--- src/rtl/irq_exc_ctrl_pkg.sv ---
// Shared definitions for the interrupt/exception controller and the decoder:
// pipeline redirect encodings, the controller FSM states and an index-width helper.
package irq_exc_ctrl_pkg;

  typedef enum logic [1:0] {
    ST_IDLE    = 2'd0,
    ST_REQ     = 2'd1,
    ST_SERVICE = 2'd2
  } state_t;

  localparam logic [2:0] PCSRC_NONE = 3'b000;
  localparam logic [2:0] PCSRC_IRQ  = 3'b100;
  localparam logic [2:0] PCSRC_EXC  = 3'b101;

  // Width of a line index; a single line still needs one bit.
  function automatic int idx_width(input int n);
    return (n > 1) ? $clog2(n) : 1;
  endfunction

endpackage

--- src/rtl/irq_exc_ctrl_prio_enc.sv ---
// Lowest-index-wins priority encoder over the unmasked pending lines.
module prio_enc
  import irq_exc_ctrl_pkg::*;
#(
  parameter int N_IRQ = 4,
  parameter int IDX_W = idx_width(N_IRQ)
) (
  input  logic [N_IRQ-1:0] req,
  output logic             valid,
  output logic [IDX_W-1:0] index
);

  always_comb begin
    valid = |req;
    index = '0;
    // Scan downward so the lowest set bit is the last one written.
    for (int i = N_IRQ - 1; i >= 0; i--) begin
      if (req[i]) index = IDX_W'(i);
    end
  end

endmodule

--- src/rtl/irq_exc_ctrl.sv ---
// Interrupt/exception controller: edge-captures IRQ lines into pending, selects
// one request, and issues a single pipeline redirect per handler entry.
module irq_exc_ctrl
  import irq_exc_ctrl_pkg::*;
#(
  parameter int N_IRQ = 4,
  parameter int ID_W  = 4
) (
  input  logic             clk,
  input  logic             reset,
  input  logic [N_IRQ-1:0] irq_in,
  input  logic             exc_req,
  input  logic             slot_ok,
  input  logic             eret,
  input  logic             mask_we,
  input  logic [N_IRQ-1:0] mask_wdata,
  output logic             take,
  output logic [2:0]       pcsrc,
  output logic [ID_W:0]    cause,
  output logic [N_IRQ-1:0] pending,
  output logic [N_IRQ-1:0] mask,
  output logic             busy,
  output logic             double_fault
);

  localparam int IDX_W = idx_width(N_IRQ);

  state_t           state_reg, state_next;
  logic [N_IRQ-1:0] irq_q_reg;
  logic [N_IRQ-1:0] pending_reg, pending_next;
  logic [N_IRQ-1:0] mask_reg;
  logic [N_IRQ-1:0] irq_edge, unmasked, clr;
  logic             sel_exc_reg, sel_exc_next;
  logic [ID_W-1:0]  sel_id_reg, sel_id_next;
  logic             df_reg;
  logic             enc_valid;
  logic [IDX_W-1:0] enc_index;

  assign irq_edge = irq_in & ~irq_q_reg;
  assign unmasked = pending_reg & ~mask_reg;

  prio_enc #(
    .N_IRQ(N_IRQ),
    .IDX_W(IDX_W)
  ) u_prio_enc (
    .req  (unmasked),
    .valid(enc_valid),
    .index(enc_index)
  );

  // Gated by reset so an in-flight selection never redirects while being discarded.
  assign take = (state_reg == ST_REQ) & slot_ok & ~reset;

  genvar gi;
  generate
    for (gi = 0; gi < N_IRQ; gi++) begin : g_clr
      assign clr[gi] = take & ~sel_exc_reg & (sel_id_reg == ID_W'(gi));
    end
  endgenerate

  // A new edge on the line being serviced wins over its clear.
  assign pending_next = (pending_reg & ~clr) | irq_edge;

  always_comb begin
    state_next   = state_reg;
    sel_exc_next = sel_exc_reg;
    sel_id_next  = sel_id_reg;
    case (state_reg)
      ST_IDLE: begin
        if (exc_req || enc_valid) begin
          state_next   = ST_REQ;
          sel_exc_next = exc_req;
          sel_id_next  = exc_req ? '0 : ID_W'(enc_index);
        end
      end
      ST_REQ: begin
        if (take) begin
          state_next = ST_SERVICE;
        end else if (exc_req && !sel_exc_reg) begin
          sel_exc_next = 1'b1;
          sel_id_next  = '0;
        end
      end
      ST_SERVICE: begin
        if (eret) state_next = ST_IDLE;
      end
      default: state_next = ST_IDLE;
    endcase
  end

  always_ff @(posedge clk) begin
    if (reset) begin
      state_reg   <= ST_IDLE;
      irq_q_reg   <= '0;
      pending_reg <= '0;
      mask_reg    <= '0;
      sel_exc_reg <= 1'b0;
      sel_id_reg  <= '0;
      df_reg      <= 1'b0;
    end else begin
      state_reg   <= state_next;
      irq_q_reg   <= irq_in;
      pending_reg <= pending_next;
      if (mask_we) mask_reg <= mask_wdata;
      sel_exc_reg <= sel_exc_next;
      sel_id_reg  <= sel_id_next;
      if ((state_reg == ST_SERVICE) && exc_req) df_reg <= 1'b1;
    end
  end

  assign pcsrc        = (state_reg != ST_REQ) ? PCSRC_NONE :
                        (sel_exc_reg ? PCSRC_EXC : PCSRC_IRQ);
  assign cause        = (state_reg == ST_REQ) ? {sel_exc_reg, sel_id_reg} : '0;
  assign pending      = pending_reg;
  assign mask         = mask_reg;
  assign busy         = (state_reg != ST_IDLE);
  assign double_fault = df_reg;

endmodule

--- config.mk ---
export PLATFORM = sky130hd
export DESIGN_NAME = irq_exc_ctrl
export DESIGN_NICKNAME = d
export VERILOG_FILES = /design/src/rtl/irq_exc_ctrl_pkg.sv /design/src/rtl/irq_exc_ctrl_prio_enc.sv /design/src/rtl/irq_exc_ctrl.sv
export SDC_FILE = /design/constraint.sdc
export NUM_CORES = 1
export LEC_CHECK = 0
export BUFFER_PORTS_ARGS = -buffer_cell sky130_fd_sc_hd__clkbuf_2
export CAP_MARGIN = 20
export CORE_UTILIZATION = 44
export CTS_BUF_LIST = sky130_fd_sc_hd__clkbuf_4 sky130_fd_sc_hd__clkbuf_8
export CTS_CLUSTER_DIAMETER = 80
export DETAILED_ROUTE_END_ITERATION = 6
export PLACE_DENSITY = 0.86
export RECOVER_POWER = 100
export SYNTH_ARGS = -nofsm -noshare
export SYNTH_HDL_FRONTEND = slang
export SYNTH_SLANG_ARGS = --single-unit
--- constraint.sdc ---
create_clock -name clk -period 1.1 [get_ports clk]
set_input_delay 0.055 -clock clk [delete_from_list [all_inputs] [get_ports clk]]
set_output_delay 0.055 -clock clk [all_outputs]
set_load 0.01 [all_outputs]
* Yosys cells after proc, flatten, opt, wreduce, memory -nomap -nowiden *
Cells that the tools add are included.

cells by class
  equality and inequality tests = 11
  mux-type cells = 20
  bitwise operators = 16
  reductions and logical operators = 11

operators with widths
  kind                                                                    number
  2-bit 2-to-1 mux                                                        8
  4-bit bitwise AND                                                       3
  4-bit 2-to-1 mux                                                        3
  4-bit inverter                                                          3
  4-bit by 2-bit equality test with 1-bit output (second input constant)  2
  2-bit != test (second input constant)                                   4
  4-bit case mux with 2 select lines                                      1
  1-bit bitwise AND                                                       7
  2-bit case mux with 3 select lines                                      1
  5-bit 2-to-1 mux                                                        1
  4-bit by 1-bit equality test with 1-bit output (second input constant)  1
  4-bit logical NOT                                                       1
  1-bit 2-to-1 mux                                                        4
  2-bit by 1-bit != test with 1-bit output (second input constant)        2
  4-bit bitwise OR                                                        1
  4-bit AND reduction                                                     1
  2-bit nonzero test                                                      2
  4-bit OR reduction                                                      1
  3-bit 2-to-1 mux                                                        1
  3-bit AND reduction                                                     1
  2-bit by 1-bit equality test with 1-bit output (second input constant)  1
  2-bit equality test (second input constant)                             1
  1-bit logical AND                                                       2
  2-bit logical NOT                                                       1
  4 further kinds                                                         5

word-level totals
  register bits = 20
  output and inout bits = 19
  word-level logic and storage cells = 65

* Depth between registers and ports, before layout *
Gate-level depths: netlist (run 1).

  depth in word-level cells = 9
  mapped depth = 5
  gate-level depth less buffers = 4

* By module *
Synthesis (run 1) repeated with hierarchy kept, for this count alone.

second synthesis, totals
  cell total of the unflattened synthesis = 93
  area, all modules = 810.8 sq um

modules (own cells, without submodules)
  module        instances  cells each  area each (sq um)  seq. area each (sq um)
  irq_exc_ctrl  1          86          775.7              360.3
  prio_enc      1          7           35.0               0.0

* Worst setup path before layout (run 1) *
No wires, ideal clock.

  kind = reg2reg
  start point = register state_reg[0]
  end point = register sel_id_reg[0]
  arrival time = 1.122 ns
  required time = 1.028 ns
  slack = -0.094 ns
  cell stages (with the launch flop) = 4
  path buffers = 0
  cells stage by stage = dfxtp_1 or2_2 a31oi_1 mux2i_1

between the ends
  cells in the longest elaborated chain, start to end = 5
  elaborated cells on any way between the ends = 10
  classes of those cells = 4 x eq/ne; 1 x mux; 2 x bitwise; 3 x reduce/logical

ends and longest elaborated chain
  item                                            line                                    text
  start: declaration                              irq_exc_ctrl.sv:28                      state_t state_reg, state_next;
  start signal: assignment                        irq_exc_ctrl.sv:101                     state_reg <= state_next;
  2-bit by 1-bit equality test with 1-bit output  irq_exc_ctrl.sv:52, irq_exc_ctrl.sv:68
  1-bit bitwise AND (2 in a row)                  irq_exc_ctrl.sv:52                      assign take = (state_reg == ST_REQ) & slot_ok & ~reset;
  2-bit != test (no line)                         n/a
  4-bit AND reduction (no line)                   n/a
  end signal: assignment                          irq_exc_ctrl.sv:106                     sel_id_reg <= sel_id_next;
  end: declaration                                irq_exc_ctrl.sv:34                      logic [ID_W-1:0] sel_id_reg, sel_id_next;

Parallel ways exist; a longest one is shown, timed or not.
A chain may end at the register's enable or synchronous reset.

* Final worst setup path (run 1) *
  start point = register state_reg[1]
  end point = output cause[4]

between the ends
  cells in the longest elaborated chain, start to end = 2

ends and longest elaborated chain
  item                                            line                 text
  2-bit by 1-bit equality test with 1-bit output  irq_exc_ctrl.sv:113  assign cause = (state_reg == ST_REQ) ? {sel_exc_reg, sel_id_reg} : '0;
  5-bit 2-to-1 mux                                irq_exc_ctrl.sv:113
  end: declaration                                irq_exc_ctrl.sv:19   output logic [ID_W:0] cause,

Every way passes these cells.

==> results of run 1 <==
-- cells in the final DEF, fill, tap and decap left out, types with 3 or more instances in the layout --
cell           instances
clkbuf_2              25
dfxtp_1               11
buf_4                  9
nor2_1                 8
buf_6                  8
dlygate4sd3_1          7
a21oi_2                6
mux2i_1                5
dfxtp_2                5
inv_1                  4
nand2b_1               4
o21ai_2                4
nand2_1                3
conb_1                 3
clkbuf_4               3
-- path summary, 6_finish.rpt --
path / start / to / slack (ps) / cells past startpoint
hold reg to reg: irq_q_reg[3] / pending[3] / 500 / 2
setup / recovery: state_reg[1] / cause[4] / -160 / 3
setup reg to reg: state_reg[1] / pending[0] / -160 / 4
hold / removal: mask_wdata[3] / mask[3] / 8 / 3
-- kinds of logic (layout without fill, tap and decap cells) --
logic type,count (synthesis),count (layout),share of synthesized area
buf+inv,13,61,0.0869
other cells,1,3,0.00449
simple gates,36,36,0.264
flops,18,18,0.432
mux,5,5,0.0600
compound gates,20,20,0.153
-- per-stage QoR --
step / TNS (ps) / instances / hold WS, ps / setup WS, ps / power (uW)
after floorplan: -154 / 95 / 180 / -48.6 / 925
after global placement: -101 / 151 / 279 / -50.0 / 1040
after detailed placement: -292 / 151 / 286 / -97.9 / 1050
after CTS: -1350 / 167 / 12.4 / -146 / 1550
after global routing: -2170 / 168 / 43.3 / -202 / 1700
final: -1560 / 168 / 7.91 / -163 / 1650
-- what timing repair did --
action                                 in CTS  in global routing
endpoints found under the hold margin       9                  0
resized for setup                          25                 24
setup endpoints to repair                  14                 16
cloned                                      0                  0
buffers inserted                            5                  1
pin swaps                                  15                  6
hold buffers                                7                  0
-- report_power, final --
| part | switching, uW | total, uW | internal (uW) |
|---|---|---|---|
| Combinational | 229 | 473 | 244 |
| Sequential | 45.8 | 744 | 698 |
| Clock | 227 | 429 | 202 |
-- layer usage --
layer	track usage	part of all wire	wire length [um]	up-vias
met4	0.170	0.034	91	0
met2	0.411	0.50	1340	47
met5	0	0	0	-
li1	-	-	-	415
met3	0.0516	0.058	158	14
met1	0.298	0.41	1120	436
-- critical path, delay by kind of cell, from the launching register on --
family	cells	cell delay [ps]
AND/OR/NAND/NOR	1	200
flip-flops	1	380
buffers and inverters	2	320
-- final cells by class --
cell class / count / area, um2 / share of cell area
inverter: 6 / 22.5 / 0.0166
clock buffer: 4 / 36.3 / 0.0268
tap: 25 / 31.3 / 0.0231
timing repair buffer: 51 / 363 / 0.268
sequential: 18 / 374 / 0.276
multi-input combinational: 64 / 527 / 0.389
==> impl_metrics.yaml, run 1 <==
critical_path:
  critPathArrivalTime_ps: 1210
  cp_cell_sequence: "buf_4 -> nor3_4 -> buf_2"
  crit_type: "register to output pin"
  end_kind: "output pin"
  path_max_fanout: 5
  slowest_stage: "dfxtp_4"
  cp.required_ps: 1040
  max_stage_delay_ps: 380
  startpoint_type: "register"
layout:
  postLayoutCellArea_um2: 1350
  areaGrowthSynthToFinish_pct: 62.2
  drive_gt1_frac: 0.573
  n_antenna_cell: 0
  final_nets: 158
  fin_util: 0.776
  n_fill_cell: 102
timing:
  layout_setup_ws_ps: -163
  finalWorstPathRequiredPeriod_ps: 1260
  setup_violations: 13
  hold_viol: 0
  slew_viol_final: 0
  max_clock_freq_mhz: 791
  min_period_over_period: 1.15
  grt_setup_unrepaired: "yes"
  skew_ps: 0.349
global_routing:
  grt_pass1_vias: 859
  grtUsageTotal: 0.253
  grt_start_max_net_pins: 19
  antenna_found_initial: 0
  grt_pass1_wl_um: 3650
  grt_overflow: 0
logic_synthesis:
  synth_warnings: 0
  synth_top_area_cell: "dfxtp_1"
  synth_commonest_cells: "dfxtp_1 (18), a21oi_1 (8), nor2_1 (8)"
  synthDistinctLibCells: 29
  synth.area.top_cells: "dfxtp_1 (43%), mux2i_1 (6.0%), a21oi_1 (4.8%)"
  yosysSeqAreaShare: 0.432
  ys_seq_elements: 18
  synth_top_area_share: 0.432
  avgSynthCellArea_um2: 8.97
  synth_flop_cell: "dfxtp_1"
  netlist_area_um2: 835
  netlist_instances: 93
  yosysMostFrequentCell: "dfxtp_1"
  synth_edf_count: 0
  async_reset_ff_frac: 0
floorplanning:
  start_util: 0.478
  row_count: 15
  fp.coreArea_um2: 1750
  dieArea_um2: 2070
  die_w_um: 45.6
  ioPinCount: 33
  die_h_um: 45.6
detailed_routing:
  vias_per_cell: 5.43
  vias: 912
  drt_iter0_markers: 37
  wl_per_cell_um: 16.1
  postRouteAntennaNets: 0
  drt_drc_violations_left: 0
  dr.pass1.iters: 4
  wirelength_um: 2710
cts:
  clock_sinks: 18
  cts_made_buffers: 3
  cts_tree: "yes"
  clock-root-buffer: "clkbuf_4"
  htree_levels: 1
  cts_buffer_depth: 2
  clkLatencyLatePin_ps: 310
  clk_pin_slew_ps: 110
place:
  port_buffers: 29
  place.gp.congestion: 0.805
  hpwlAfterDp_um: 1430
  placed_cell_area_um2: 1040
worst_hold_path:
  hold_path_class: "primary input to register"
status:
  status: "complete, but fails checks"
  violations: "negative setup slack"
power:
  vdd.ir_drop.worst_mv: 1.21
  power_density_nw_per_um2: 1220
  p_leak_uw: 0.000613
flow_run:
  drv_cap: 0
Note: power is estimated with default switching activity, not from simulation.
==> inputs of run 2 (changes only) <==
--- a/config.mk
+++ b/config.mk
@@ -7,11 +7,11 @@
 export LEC_CHECK = 0
 export BUFFER_PORTS_ARGS = -buffer_cell sky130_fd_sc_hd__clkbuf_2
 export CAP_MARGIN = 20
-export CORE_UTILIZATION = 44
+export CORE_UTILIZATION = 49
 export CTS_BUF_LIST = sky130_fd_sc_hd__clkbuf_4 sky130_fd_sc_hd__clkbuf_8
 export CTS_CLUSTER_DIAMETER = 80
 export DETAILED_ROUTE_END_ITERATION = 6
-export PLACE_DENSITY = 0.86
+export PLACE_DENSITY = 0.91
 export RECOVER_POWER = 100
 export SYNTH_ARGS = -nofsm -noshare
 export SYNTH_HDL_FRONTEND = slang
==> constraint.sdc (replaced) <==
create_clock -name clk -period 1.3 [get_ports clk]
set_input_delay 0.065 -clock clk [delete_from_list [all_inputs] [get_ports clk]]
set_output_delay 0.065 -clock clk [all_outputs]
set_load 0.01 [all_outputs]
==> run 2 against run 1 <==
  * The flow still finishes with violations (negative setup slack)
  * Clock power shrank 20%
  * Worst hold slack got worse by 6.2 ps
  * Sequential power is 16% lower
  * Cell area is 20% lower
  * Combinational power shrank 45%
  * Critical path type unchanged
==> impl_metrics.yaml, run 2 (synthesized netlist as in run 1, its figures left out) <==
power:
  vdd.ir_drop.worst_mv: 0.916
  p_leak_uw: 0.000504
  power_density_nw_per_um2: 1130
critical_path:
  cp_cell_sequence: "buf_6 -> and2b_2 -> and2_1 -> clkbuf_2"
  path_buf_inv: 2
  end_kind: "output pin"
  worst-path-stages: 4
  critPathArrivalTime_ps: 1260
  slowest_stage: "dfxtp_4"
  ff2ff_path_depth: 5
  startpoint_type: "register"
  r2r_setup_slack_ps: 0
  cp.required_ps: 1240
  path_max_fanout: 5
  crit_type: "register to output pin"
  critPathTopFamily: "flip-flops"
  max_stage_delay_ps: 370
  worst_r2r_startpoint: "state_reg[0]"
  timing.rr.end: "pending[1]"
global_routing:
  grtUsageTotal: 0.233
  grt_start_max_net_pins: 19
  antenna_found_initial: 0
  grt_pass1_wl_um: 3200
  grt_pass1_vias: 746
  grt_overflow: 0
layout:
  final_common_cell: "clkbuf_2"
  fin_cells: 145
  drive_gt1_frac: 0.364
  areaGrowthSynthToFinish_pct: 30.3
  layout_common_cells: "clkbuf_2 (25), dfxtp_1 (14), a21oi_1 (8), nor2_1 (8)"
  n_antenna_cell: 0
  final_nets: 144
timing:
  max_clock_freq_mhz: 757
  grt_setup_unrepaired: "yes"
  setup_violations: 1
  setup_tns_ps: -21.8
  skew_ps: 0.636
  slew_viol_final: 0
  worst_slew_pin_slew_ps: 734
  slew_headroom: 0.511
  hold_viol: 0
  finalWorstPathRequiredPeriod_ps: 1320
  min_period_over_period: 1.02
  hold_ws_ps: 1.66
  layout_setup_ws_ps: -21.8
status:
  violations: "negative setup slack"
  status: "complete, but fails checks"
place:
  hpwlAfterDp_um: 1340
  dp_cells: 135
  port_buffers: 29
  place.gp.congestion: 0.824
cts:
  cts_tree: "yes"
  cts_buffer_depth: 2
  clk_pin_slew_ps: 100
  htree_levels: 1
  clkLatencyLatePin_ps: 290
  cts_made_buffers: 3
  clock_sinks: 18
  clock-root-buffer: "clkbuf_4"
floorplanning:
  fp.coreArea_um2: 1540
  die_w_um: 43.3
  start_util: 0.541
  row_count: 14
  die_h_um: 43.3
  dieArea_um2: 1870
  ioPinCount: 33
detailed_routing:
  drt_iter0_markers: 20
  wl_per_cell_um: 13.5
  dr.pass1.iters: 4
  postRouteAntennaNets: 0
  wirelength_um: 1950
  vias: 796
  drt_drc_violations_left: 0
  vias_per_cell: 5.49
worst_hold_path:
  holdPathStages: 2
  hold_path_class: "primary input to register"
  holdPathEnd: "irq_q_reg[2]"
  holdCritStartpoint: "irq_in[2]"
flow_run:
  drv_cap: 0
run 2: changes by cell type in the layout (fill, tap and decap cells not counted), moves of 3 or more:
cell | previous run | this run
a21oi_1 | 2 | 8
a21oi_2 | 6 | 0
buf_4 | 9 | 3
buf_6 | 8 | 1
clkbuf_1 | 0 | 3
dfxtp_1 | 11 | 14
dfxtp_2 | 5 | 2
dlygate4sd3_1 | 7 | 3
run 2: cell type report:
cell class | instances | area, um2
flip-flops and latches | 18 | 370
clock buffers | 4 | 36.3
multi-input cells | 64 | 428
fillers | 113 | 454
inverters | 6 | 22.5
well taps | 16 | 20.0
repair buffers | 37 | 210
run 2: repair_timing:
item,CTS,global route
buffers inserted,3,0
pin swaps,1,1
endpoints found under the setup margin,6,6
endpoints found under the hold margin,2,1
hold buffers,2,1
resized for setup,6,8
run 2: routing by layer:
layer / vias up / track usage / part of all wire
met3: 6 / 0.0255 / 0.045
met2: 33 / 0.367 / 0.51
met5: - / 0 / 0
met4: 0 / 0.133 / 0.024
li1: 381 / - / -
met1: 376 / 0.304 / 0.42
run 2: worst max-delay path by stage:
stage                 startpoint       endpoint  slack (ps)
global route        state_reg[0]       cause[1]         -80
CTS                 state_reg[0]       cause[1]         -20
floorplan           state_reg[0]  sel_id_reg[0]         110
finish              state_reg[0]       cause[1]         -20
detailed placement  state_reg[1]     pending[0]          20
global placement    state_reg[1]     pending[1]          90
run 2: worst reg2reg max path: cells and delay by family (launching register included):
kind	cells	cell delay [ps]
flip-flops	1	380
AND/OR/NAND/NOR	2	480
AO/OA/AOI/OAI	2	190
buffers and inverters	1	110
run 2: stage by stage:
| step | setup slack (ps) | total power, uW | area [um2] | util |
|---|---|---|---|---|
| after floorplan | 106 | 777 | 842 | - |
| after CTS | -21.9 | 1220 | 1070 | 0.692 |
| after detailed placement | 15.1 | 857 | 972 | 0.631 |
| after global placement | 86.5 | 847 | 972 | 0.631 |
| final | -21.8 | 1230 | 1090 | 0.705 |
| after global routing | -81.0 | 1300 | 1090 | 0.705 |
run 2: where the power goes:
group	switching [uW]	internal [uW]	total [uW]	leakage, uW
sequential	32.5	589	622	0.000151
clock	175	171	345	0.0000210
combinational	136	126	262	0.000332
